## src/rtl/shift_reg_seq_ctrl.sv

```systemverilog
// Sequencer that operates an external shift_reg as a byte serializer (TX)
// and a 1..WIDTH-bit deserializer (RX) between a valid/ready client and a serial link.
module shift_reg_seq_ctrl #(
  parameter int unsigned WIDTH = 8,
  parameter int unsigned CNT_W = 4
) (
  input  logic             clk,
  input  logic             nrst,
  input  logic             tx_valid_i,
  output logic             tx_ready_o,
  input  logic [WIDTH-1:0] tx_data_i,
  input  logic             tx_msb_first_i,
  input  logic             rx_start_i,
  input  logic [CNT_W-1:0] rx_len_i,
  input  logic             rx_msb_first_i,
  input  logic             ser_i,
  output logic             ser_o,
  output logic             ser_en_o,
  output logic             rx_valid_o,
  output logic [WIDTH-1:0] rx_data_o,
  output logic             busy_o,
  output logic [1:0]       sr_mode_o,
  output logic [WIDTH-1:0] sr_par_o,
  output logic             sr_d_o,
  input  logic [WIDTH-1:0] sr_p_i
);

  localparam logic [1:0] MODE_HOLD  = 2'd0;
  localparam logic [1:0] MODE_LOAD  = 2'd1;
  localparam logic [1:0] MODE_LEFT  = 2'd2;
  localparam logic [1:0] MODE_RIGHT = 2'd3;

  localparam logic [2:0] S_IDLE     = 3'd0;
  localparam logic [2:0] S_TX_SHIFT = 3'd1;
  localparam logic [2:0] S_RX_CLR   = 3'd2;
  localparam logic [2:0] S_RX_SHIFT = 3'd3;
  localparam logic [2:0] S_RX_DONE  = 3'd4;

  localparam logic [CNT_W-1:0] CNT_WIDTH = CNT_W'(WIDTH);
  localparam logic [CNT_W-1:0] CNT_LAST  = CNT_W'(WIDTH - 1);
  localparam logic [CNT_W-1:0] CNT_ONE   = CNT_W'(1);

  logic [2:0]       state_q, state_d;
  logic [CNT_W-1:0] count_q, count_d;
  logic [CNT_W-1:0] len_q, len_d;
  logic             msb_q, msb_d;
  logic             rx_valid_q, rx_valid_d;
  logic [WIDTH-1:0] rx_data_q, rx_data_d;

  // State and latched controls
  always_ff @(posedge clk) begin
    if (!nrst) begin
      state_q    <= S_IDLE;
      count_q    <= '0;
      len_q      <= '0;
      msb_q      <= 1'b0;
      rx_valid_q <= 1'b0;
      rx_data_q  <= '0;
    end else begin
      state_q    <= state_d;
      count_q    <= count_d;
      len_q      <= len_d;
      msb_q      <= msb_d;
      rx_valid_q <= rx_valid_d;
      rx_data_q  <= rx_data_d;
    end
  end

  // Next state and shift_reg control
  always_comb begin
    state_d    = state_q;
    count_d    = count_q;
    len_d      = len_q;
    msb_d      = msb_q;
    rx_valid_d = 1'b0;
    rx_data_d  = rx_data_q;
    tx_ready_o = 1'b0;
    busy_o     = 1'b1;
    ser_o      = 1'b0;
    ser_en_o   = 1'b0;
    sr_mode_o  = MODE_HOLD;
    sr_par_o   = '0;
    sr_d_o     = 1'b0;

    case (state_q)
      S_IDLE: begin
        tx_ready_o = 1'b1;
        busy_o     = 1'b0;
        if (tx_valid_i) begin
          sr_mode_o = MODE_LOAD;
          sr_par_o  = tx_data_i;
          msb_d     = tx_msb_first_i;
          count_d   = '0;
          state_d   = S_TX_SHIFT;
        end else if (rx_start_i) begin
          // Out-of-range lengths (0 or above WIDTH) receive a full word
          len_d   = (rx_len_i == '0 || rx_len_i > CNT_WIDTH) ? CNT_WIDTH : rx_len_i;
          msb_d   = rx_msb_first_i;
          state_d = S_RX_CLR;
        end
      end

      S_TX_SHIFT: begin
        ser_en_o  = 1'b1;
        ser_o     = msb_q ? sr_p_i[WIDTH-1] : sr_p_i[0];
        sr_mode_o = msb_q ? MODE_LEFT : MODE_RIGHT;
        count_d   = count_q + CNT_ONE;
        if (count_q == CNT_LAST) begin
          count_d = '0;
          state_d = S_IDLE;
        end
      end

      S_RX_CLR: begin
        sr_mode_o = MODE_LOAD;
        count_d   = '0;
        state_d   = S_RX_SHIFT;
      end

      S_RX_SHIFT: begin
        sr_d_o    = ser_i;
        sr_mode_o = msb_q ? MODE_LEFT : MODE_RIGHT;
        count_d   = count_q + CNT_ONE;
        if (count_q == len_q - CNT_ONE) begin
          count_d = '0;
          state_d = S_RX_DONE;
        end
      end

      S_RX_DONE: begin
        // LSB-first words sit at the top of the register; right-justify them
        rx_data_d  = msb_q ? sr_p_i : (sr_p_i >> (CNT_WIDTH - len_q));
        rx_valid_d = 1'b1;
        state_d    = S_IDLE;
      end

      default: begin
        state_d = S_IDLE;
      end
    endcase
  end

  assign rx_valid_o = rx_valid_q;
  assign rx_data_o  = rx_data_q;

endmodule

```

## config.mk

```make
export PLATFORM = sky130hd
export DESIGN_NAME = shift_reg_seq_ctrl
export DESIGN_NICKNAME = d
export VERILOG_FILES = /design/src/rtl/shift_reg_seq_ctrl.sv
export SDC_FILE = /design/constraint.sdc
export NUM_CORES = 1
export LEC_CHECK = 0
export ABC_CLOCK_PERIOD_IN_PS = 2610
export CORE_MARGIN = 1.5
export CORE_UTILIZATION = 25
export DETAILED_ROUTE_END_ITERATION = 6
export PLACE_DENSITY = 0.56
export RECOVER_POWER = 100
export SYNTH_ARGS = -nofsm -noshare
export SYNTH_HDL_FRONTEND = slang
export SYNTH_SLANG_ARGS = --single-unit
```

## constraint.sdc

```tcl
create_clock -name clk -period 2.61 [get_ports clk]
set_clock_uncertainty 0.1 [all_clocks]
set_input_delay 0.261 -clock clk [delete_from_list [all_inputs] [get_ports clk]]
set_output_delay 0.261 -clock clk [all_outputs]
set_load 0.01 [all_outputs]
```

==> results of run 1 <==
[where the power goes]
group | leakage (uW) | switching (uW) | total (uW) | internal [uW]
Combinational | 0.000659 | 113 | 236 | 123
Sequential | 0.000170 | 16.2 | 347 | 331
Clock | 0.0000228 | 116 | 225 | 109
[worst max-delay path: stages, from the launching register on]
cell and delay (ns):
dfxtp_1 0.38, or3_1 0.38, inv_1 0.25, and3_1 0.19, dlygate4sd3_1 0.61
[cells in the final DEF, fill, tap and decap left out, types with 2 or more instances in the layout]
| master | n |
|---|---|
| dlygate4sd3_1 | 26 |
| clkdlybuf4s50_1 | 24 |
| dfxtp_1 | 21 |
| a21oi_1 | 18 |
| o21ai_0 | 15 |
| nand2_1 | 12 |
| and3_1 | 10 |
| mux2i_1 | 8 |
| inv_1 | 7 |
| nor2_1 | 7 |
| nor2b_1 | 6 |
| nand2b_1 | 4 |
| nor3_1 | 4 |
| a211oi_1 | 4 |
| a21boi_0 | 4 |
| nor3b_1 | 4 |
| xor2_1 | 3 |
| mux4_2 | 3 |
| nand3_1 | 3 |
| ha_1 | 3 |
| clkbuf_8 | 3 |
| buf_4 | 3 |
| and2_1 | 2 |
| and2_0 | 2 |
| a21o_1 | 2 |
| clkbuf_1 | 2 |
[cells by family after synthesis]
kind of cell / Yosys count / synth area share [%]
DFF: 21 / 29.6
xor gates and xnor gates: 6 / 5.20
adders and majority gates: 3 / 2.65
and+or+nand+nor: 65 / 26.7
buffers and inverters: 16 / 4.85
AOI/OAI and AO/OA: 48 / 19.8
muxes: 12 / 11.2
[flip-flops by register name, summed over array words and instances (netlist names)]
| signal | flops |
|---|---|
| msb_q | 1 |
| count_q | 4 |
| state_q | 3 |
| rx_valid_o | 1 |
| len_q | 4 |
| rx_data_o | 8 |
[Yosys cell counts, types with 2 or more instances]
| master | instances | area [sq um] |
|---|---|---|
| clkbuf_1 | 7 | 26.3 |
| nand2b_1 | 4 | 25.0 |
| xor2_1 | 3 | 26.3 |
| and2_1 | 4 | 25.0 |
| a211oi_1 | 4 | 30.0 |
| nor3_1 | 4 | 20.0 |
| nand3_1 | 3 | 15.0 |
| and3_1 | 10 | 62.6 |
| dfxtp_1 | 21 | 420 |
| nor2b_1 | 6 | 37.5 |
| nand2_1 | 12 | 45.0 |
| mux4_2 | 3 | 67.6 |
| o21ai_0 | 15 | 75.1 |
| a21oi_1 | 18 | 90.1 |
| inv_1 | 7 | 26.3 |
| a21boi_0 | 3 | 22.5 |
| nor2_1 | 7 | 26.3 |
| ha_1 | 3 | 37.5 |
| nor3b_1 | 4 | 30.0 |
| a21o_1 | 2 | 15.0 |
| mux2i_1 | 8 | 80.1 |
[worst max-delay path by stage]
stage	from	to	slack (ns)	cells past startpoint
6_report	state_q[0]	sr_par_o[3]	0.18	4
5_1_grt	state_q[0]	sr_par_o[1]	0.09	4
4_1_cts	state_q[0]	sr_par_o[3]	0.24	4
3_5_place_dp	tx_valid_i	sr_mode_o[0]	0.48	4
3_3_place_gp	sr_p_i[7]	ser_o	0.48	4
2_1_floorplan	len_q[0]	rx_data_o[3]	0.50	7
[routing by layer]
metal,GRT usage (%),vias to the layer above,share of wire [%]
met5,0,-,0
met3,3.14,2,4.0
met1,17.3,653,49
li1,-,715,-
met2,21.5,30,47
met4,2.68,0,0.46
[through the flow]
step / utilization (%) / area [sq um] / cells
floorplan: - / 1420 / 171
global placement: 36.4 / 2000 / 289
detailed placement: 36.4 / 2000 / 289
CTS: 37.2 / 2050 / 293
global route: 37.1 / 2040 / 293
finish: 37.1 / 2040 / 293
[final cells by class]
| cell class | count | area share [%] |
|---|---|---|
| inverters | 7 | 1.29 |
| repair buffers | 55 | 26.0 |
| clock buffers | 4 | 2.20 |
| multi-input cells | 134 | 45.5 |
| flip-flops and latches | 21 | 20.6 |
| well taps | 72 | 4.41 |
==> results_dict.tcl, run 1 <==
set metrics [dict create \
    ys_seq_elements 21 \
    r2r_slack_ns 0.40 \
    syn_inst 171 \
    leakagePower_uw 0.000852 \
    rows 27 \
    powerDensity_nw_per_um2 396 \
    num_vias 1400 \
    finalCriticalPeriod_ns 2.43 \
    worst_slew_pin_slew_ns 0.674 \
    yosysSeqAreaShare_pct 29.6 \
    ys_warn_count 0 \
    hp-start "rx_data_o[3]" \
    grt_pass1_vias 1344 \
    layout_setup_ws_ns 0.178 \
    avgSynthCellArea_sq_um 8.30 \
    regArea_sq_um 420 \
    drcViolationCount 0 \
    cp_max_fo 11 \
    clk_pin_slew_ns 0.08 \
    hold_class "reg2reg" \
    whs_ns 0.427 \
    r2r-start "len_q[1]" \
    hold_viol_final 0 \
    critPathCaptureType "primary output" \
    areaGrowthSynthToFinish_pct 44.0 \
    power_uw 808 \
    syn_area_sq_um 1420 \
    r2r_end "rx_data_o[0]" \
    dr.pass1.iters 4 \
    routed_wl_mm 3.90 \
    ir_drop_uv 204 \
    gp_congestion 0.785 \
    tns_ns 0 \
    async_flop_share_pct 0 \
    max_freq_mhz 411 \
    ys.flop_type "dfxtp_1" \
    io_pins 51 \
    grt_pass1_wl_mm 6.40 \
    ant_nets 0 \
    antenna_found_initial 0 \
    place_ws_ns 0.480 \
    vias_per_cell 4.78 \
    drv_cap 0 \
    post-cts-setup-buffers 0 \
    ctsRootBufferMaster "clkbuf_8" \
    slew_headroom_pct 54.9 \
    cp.required_ns 2.25 \
    rsz0062_at_grt "no" \
    tritoncts "done" \
    drtIter0Drc 65 \
    finalMaxSlewViolations 0 \
    finalSetupViolCount 0 \
    cts_buffer_depth 2 \
    die-width_um 78.3 \
    synth_cell_type_count 44 \
    r2r_cells 8 \
    clock-sinks 21 \
    synth-edff-count 0 \
    fillers 587 \
    drive_gt1_share_pct 7.24 \
    ctsResizeCount 0 \
    ctsHoldBuffers 0 \
    core_sq_um 5510 \
    wl_per_cell_um 13.3 \
    startpoint_type "register" \
    fp.dieArea_sq_um 6140 \
    grt.overflow.total 0 \
    grt_usage_pct 13.0 \
    start_util_pct 25.8 \
    finalCritPeriodShare_pct 93.2 \
    die_y_um 78.3 \
    hold_path_depth 2 \
    cts_max_level 1 \
    final_nets 252 \
    multi_input_area_sq_um 930 \
    port-buffer-count 50 \
    path_class "reg2out" \
    min_to "rx_data_o[3]" \
    grt_max_degree 22 \
    critPathArrivalTime_ns 2.07 \
    cts_buffers 3 \
    n_antenna_cell 0 \
    status "complete, no violations" \
    clk_latency_ns 0.26 \
    syn_nets 201 \
    place_hpwl_mm 2.91 \
]
Power figures use the tool's default switching activity.
==> run 2: changes to the inputs <==
--- a/config.mk
+++ b/config.mk
@@ -9,7 +9,7 @@
 export CORE_MARGIN = 1.5
 export CORE_UTILIZATION = 25
 export DETAILED_ROUTE_END_ITERATION = 6
-export PLACE_DENSITY = 0.56
+export PLACE_DENSITY = 0.55
 export RECOVER_POWER = 100
 export SYNTH_ARGS = -nofsm -noshare
 export SYNTH_HDL_FRONTEND = slang
==> run 2 against run 1 <==
Die area unchanged; sequential cell count unchanged; global-route usage increased by 0.11 points; hold slack got worse by 0.010 ns; clock power decreased by 3%; via count decreased by 1.2%; critical endpoint is now sr_par_o[2]; largest power group unchanged.
==> results_dict.tcl, run 2 (synthesis results as in run 1) <==
set metrics [dict create \
    hold_class "reg2reg" \
    finalCritPeriodShare_pct 93.1 \
    cp.required_ns 2.25 \
    grt_pass1_wl_mm 6.51 \
    r2r-start "len_q[1]" \
    tns_ns 0 \
    cp_top_family "buffers and inverters" \
    crit_buf_inv 2 \
    finalCriticalPeriod_ns 2.43 \
    wl_per_cell_um 13.2 \
    leakagePower_uw 0.000825 \
    ctsHoldBuffers 0 \
    combinationalPowerShare_pct 29.9 \
    final_nets 250 \
    final_cell_mix "clkdlybuf4s50_1 (33), dfxtp_1 (21), a21oi_1 (18), dlygate4sd3_1 (17), o21ai_0 (15)" \
    finalSetupViolCount 0 \
    grt.overflow.total 0 \
    r2r_slack_ns 0.43 \
    stdcell_area_sq_um 2030 \
    largest_reg_flops 8 \
    status "complete, no violations" \
    cts_max_level 1 \
    fp.dieArea_sq_um 6140 \
    rows 27 \
    n_antenna_cell 0 \
    clk_pin_slew_ns 0.08 \
    startpoint_type "register" \
    critPathCaptureType "primary output" \
    rsz0062_at_grt "no" \
    drtIter0Drc 67 \
    path_class "reg2out" \
    cts_buffer_depth 2 \
    antenna_found_initial 0 \
    drive_gt1_share_pct 6.85 \
    worstSetupEndpoint "sr_par_o[2]" \
    wl_met2_mm 1.74 \
    ctsResizeCount 0 \
    path_depth 4 \
    clock-sinks 21 \
    r2r_end "rx_data_o[1]" \
    io_pins 51 \
    whs_ns 0.417 \
    grt_usage_pct 13.1 \
    r2r_cells 8 \
    cts_buffers 3 \
    routed_wl_mm 3.84 \
    start_util_pct 25.8 \
    vias_per_cell 4.75 \
    cp_slowest_stage_delay_ns 0.54 \
    fillers 579 \
    path_cells "or3_1 > inv_1 > and3_1 > clkdlybuf4s50_1" \
    dr.pass1.iters 4 \
    place_ws_ns 0.407 \
    layout_setup_ws_ns 0.181 \
    drt-met1-wl_mm 1.94 \
    areaGrowthSynthToFinish_pct 43.4 \
    worst_slew_pin_slew_ns 0.660 \
    drv_cap 0 \
    slew_headroom_pct 55.9 \
    grt_max_degree 22 \
    critPathArrivalTime_ns 2.07 \
    placed_area_sq_um 1990 \
    tritoncts "done" \
    highest_layer "met4" \
    ctsRootBufferMaster "clkbuf_8" \
    p_sw_uw 239 \
    drcViolationCount 0 \
    critPathLaunch "state_q[2]" \
    intPower_uw 567 \
    cpMaxStageDelayCell "clkdlybuf4s50_1" \
    port-buffer-count 50 \
    core_sq_um 5510 \
    pwr-share-seq_pct 43.1 \
    powerDensity_nw_per_um2 396 \
    ant_nets 0 \
    hold_viol_final 0 \
    die-width_um 78.3 \
    cp_max_fo 11 \
    num_vias 1383 \
    grt_pass1_vias 1343 \
    clk_latency_ns 0.26 \
    ir_drop_uv 209 \
    gp_congestion 0.841 \
    p_clk_share_pct 27.0 \
    finalMaxSlewViolations 0 \
    post-cts-setup-buffers 0 \
    max_freq_mhz 412 \
    met3_length_um 137 \
    final_common_cell "clkdlybuf4s50_1" \
    die_y_um 78.3 \
    swShare_pct 29.6 \
    place_hpwl_mm 2.84 \
]
-- run 2: cell types whose count changed in the layout (fill, tap and decap cells not counted), sizes merged --
cell / delta
dlygate4sd3: -9
clkdlybuf4s50: +9
clkbuf: -2
-- run 2: layer usage --
layer / global-route usage [%] / vias to the layer above
met1: 18.5 / 642
li1: - / 711
met4: 2.68 / 0
met5: 0 / -
met2: 20.6 / 28
met3: 2.91 / 2
-- run 2: worst min-delay path by stage --
stage,start,end,slack (ns),depth (start not counted)
after floorplan,sr_p_i[3],rx_data_o[3],0.32,2
after CTS,rx_data_o[4],rx_data_o[4],0.43,2
final,rx_data_o[3],rx_data_o[3],0.42,2
after global placement,rx_data_o[3],rx_data_o[3],0.41,2
after detailed placement,rx_data_o[4],rx_data_o[4],0.40,2
after global routing,rx_data_o[3],rx_data_o[3],0.45,2
-- run 2: area by class of cell --
| cell class | count | area [sq um] | area share (%) |
|---|---|---|---|
| inverter | 7 | 26.3 | 1.29 |
| multi-input combinational | 134 | 930 | 45.7 |
| timing repair buffer | 53 | 523 | 25.7 |
| tap | 72 | 90.1 | 4.43 |
| clock buffer | 4 | 45.0 | 2.21 |
| sequential | 21 | 420 | 20.7 |
-- run 2: power by group through the flow --
stage	clock [uW]	combinational (uW)	sequential [uW]
after floorplan	0	135	348
after global placement	0	247	355
after detailed placement	0	246	355
after CTS	227	248	347
after global routing	237	267	351
final	218	241	347
-- run 2: through the flow --
| stage | instances | power [uW] | util, % |
|---|---|---|---|
| after global routing | 291 | 854 | 36.9 |
| after floorplan | 171 | 482 | - |
| after global placement | 287 | 602 | 36.1 |
| after CTS | 291 | 822 | 36.9 |
| final | 291 | 806 | 36.9 |
| after detailed placement | 287 | 601 | 36.1 |
-- run 2: worst min-delay path, stage by stage (launching register included) --
cell and delay (ns):
dfxtp_1 0.32, o21ai_0 0.08, nor2_1 0.08
==> run 3: changes to the inputs <==
--- a/config.mk
+++ b/config.mk
@@ -10,7 +10,6 @@
 export CORE_UTILIZATION = 25
 export DETAILED_ROUTE_END_ITERATION = 6
 export PLACE_DENSITY = 0.55
-export RECOVER_POWER = 100
 export SYNTH_ARGS = -nofsm -noshare
 export SYNTH_HDL_FRONTEND = slang
 export SYNTH_SLANG_ARGS = --single-unit
==> constraint.sdc (replaced) <==
create_clock -name clk -period 2.61 [get_ports clk]
set_clock_uncertainty 0.1 [all_clocks]
set_input_delay 0.3915 -clock clk [delete_from_list [all_inputs] [get_ports clk]]
set_output_delay 0.3915 -clock clk [all_outputs]
set_load 0.01 [all_outputs]
==> run 3 against run 2 <==
Utilization grew 0.27 points; sequential power about the same; clock power about the same.
==> results_dict.tcl, run 3 (synthesis results as in run 1) <==
set metrics [dict create \
    place_hpwl_mm 2.84 \
    path_class "reg2out" \
    final_nets 252 \
    hold_viol_final 0 \
    finalCritPeriodShare_pct 94.1 \
    min_to "count_q[3]" \
    slew_headroom_pct 53.1 \
    areaGrowthSynthToFinish_pct 44.4 \
    ctsHoldBuffers 0 \
    hold_path_depth 2 \
    routed_wl_mm 3.85 \
    fp.dieArea_sq_um 6140 \
    clk_latency_ns 0.26 \
    ir_drop_uv 274 \
    startpoint_type "register" \
    layout_setup_ws_ns 0.154 \
    p_sw_uw 236 \
    finalCriticalPeriod_ns 2.46 \
    antenna_found_initial 0 \
    finalSetupViolCount 0 \
    drive_gt1_share_pct 8.14 \
    dr.pass1.iters 4 \
    tns_ns 0 \
    clock-sinks 21 \
    grt_pass1_wl_mm 6.31 \
    largest_reg_flops 8 \
    vias_per_cell 4.84 \
    io_pins 51 \
    grt_pass1_vias 1311 \
    port-buffer-count 50 \
    critPathCaptureType "primary output" \
    cts_buffers 3 \
    start_util_pct 25.8 \
    powerDensity_nw_per_um2 395 \
    hold_class "reg2reg" \
    tritoncts "done" \
    r2r-start "len_q[0]" \
    place_ws_ns 0.362 \
    drtIter0Drc 66 \
    ant_nets 0 \
    finalMaxSlewViolations 0 \
    cts_max_level 1 \
    pwr-share-seq_pct 42.9 \
    ctsRootBufferMaster "clkbuf_8" \
    core_sq_um 5510 \
    n_antenna_cell 0 \
    leakagePower_uw 0.000795 \
    placed_area_sq_um 2000 \
    drcViolationCount 0 \
    worst_slew_pin_slew_ns 0.702 \
    r2r_end "rx_data_o[7]" \
    wl_per_cell_um 13.1 \
    die-width_um 78.3 \
    max_freq_mhz 407 \
    grt_usage_pct 12.9 \
    final_cell_mix "clkdlybuf4s50_1 (50), dfxtp_1 (21), a21oi_1 (18), o21ai_0 (15), nand2_1 (12)" \
    post-cts-setup-buffers 0 \
    cts_buffer_depth 2 \
    r2r_cells 6 \
    grt.overflow.total 0 \
    fillers 560 \
    rsz0062_at_grt "no" \
    intPower_uw 574 \
    cp_max_fo 11 \
    ctsResizeCount 0 \
    critPathArrivalTime_ns 1.96 \
    drv_cap 0 \
    gp_congestion 0.804 \
    combinationalPowerShare_pct 30.6 \
    rows 27 \
    final_common_cell "clkdlybuf4s50_1" \
    r2r_slack_ns 0.41 \
    stdcell_area_sq_um 2050 \
    die_y_um 78.3 \
    cp.required_ns 2.12 \
    p_clk_share_pct 26.5 \
    grt_max_degree 22 \
    whs_ns 0.423 \
    swShare_pct 29.1 \
    clk_pin_slew_ns 0.08 \
    status "complete, no violations" \
    power_uw 811 \
    num_vias 1417 \
    hp-start "count_q[3]" \
]
-- run 3: cell types whose count changed in the layout (fill, tap and decap cells not counted), sizes merged --
cell           delta
clkdlybuf4s50    +17
dlygate4sd3      -17
buf               +2
-- run 3: final cells by class --
type                            instances  area, sq um  area share (%)
Multi-Input combinational cell        134          930            45.4
Inverter                                7         26.3            1.28
Clock buffer                            4         45.0            2.20
Sequential cell                        21          420            20.5
Tap cell                               72         90.1            4.40
Timing Repair Buffer                   55          538            26.3
-- run 3: metrics by stage --
step / std cells / util, %
final: 293 / 37.2
after global routing: 293 / 37.2
after CTS: 293 / 37.2
after detailed placement: 289 / 36.4
after global placement: 289 / 36.4
after floorplan: 171 / -
-- run 3: power groups by stage --
stage | Combinational (uW) | Clock [uW] | Sequential, uW
5_1_grt | 271 | 237 | 349
3_5_place_dp | 248 | 0 | 355
6_report | 248 | 215 | 347
3_3_place_gp | 249 | 0 | 355
4_1_cts | 249 | 222 | 347
2_1_floorplan | 135 | 0 | 348
-- run 3: critical path, stage by stage (launching register included) --
cell	delay [ns]
dfxtp_1	0.38
or3_1	0.46
inv_2	0.16
and3_1	0.17
clkdlybuf4s50_1	0.54
-- run 3: metal layers --
metal	vias up	track usage [%]	routed length, um
li1	723	-	-
met2	32	20.1	1800
met5	-	0	0
met4	0	2.68	26
met3	2	2.91	158
met1	660	18.0	1870
-- run 3: worst max-delay path by stage --
stage,depth (start not counted),slack (ns),end,start
6_report,4,0.15,sr_par_o[3],state_q[2]
3_5_place_dp,4,0.36,sr_par_o[3],state_q[2]
5_1_grt,4,0.04,sr_par_o[6],state_q[2]
4_1_cts,4,0.07,sr_par_o[3],state_q[2]
2_1_floorplan,7,0.50,rx_data_o[3],len_q[0]
3_3_place_gp,4,0.34,sr_par_o[3],state_q[2]
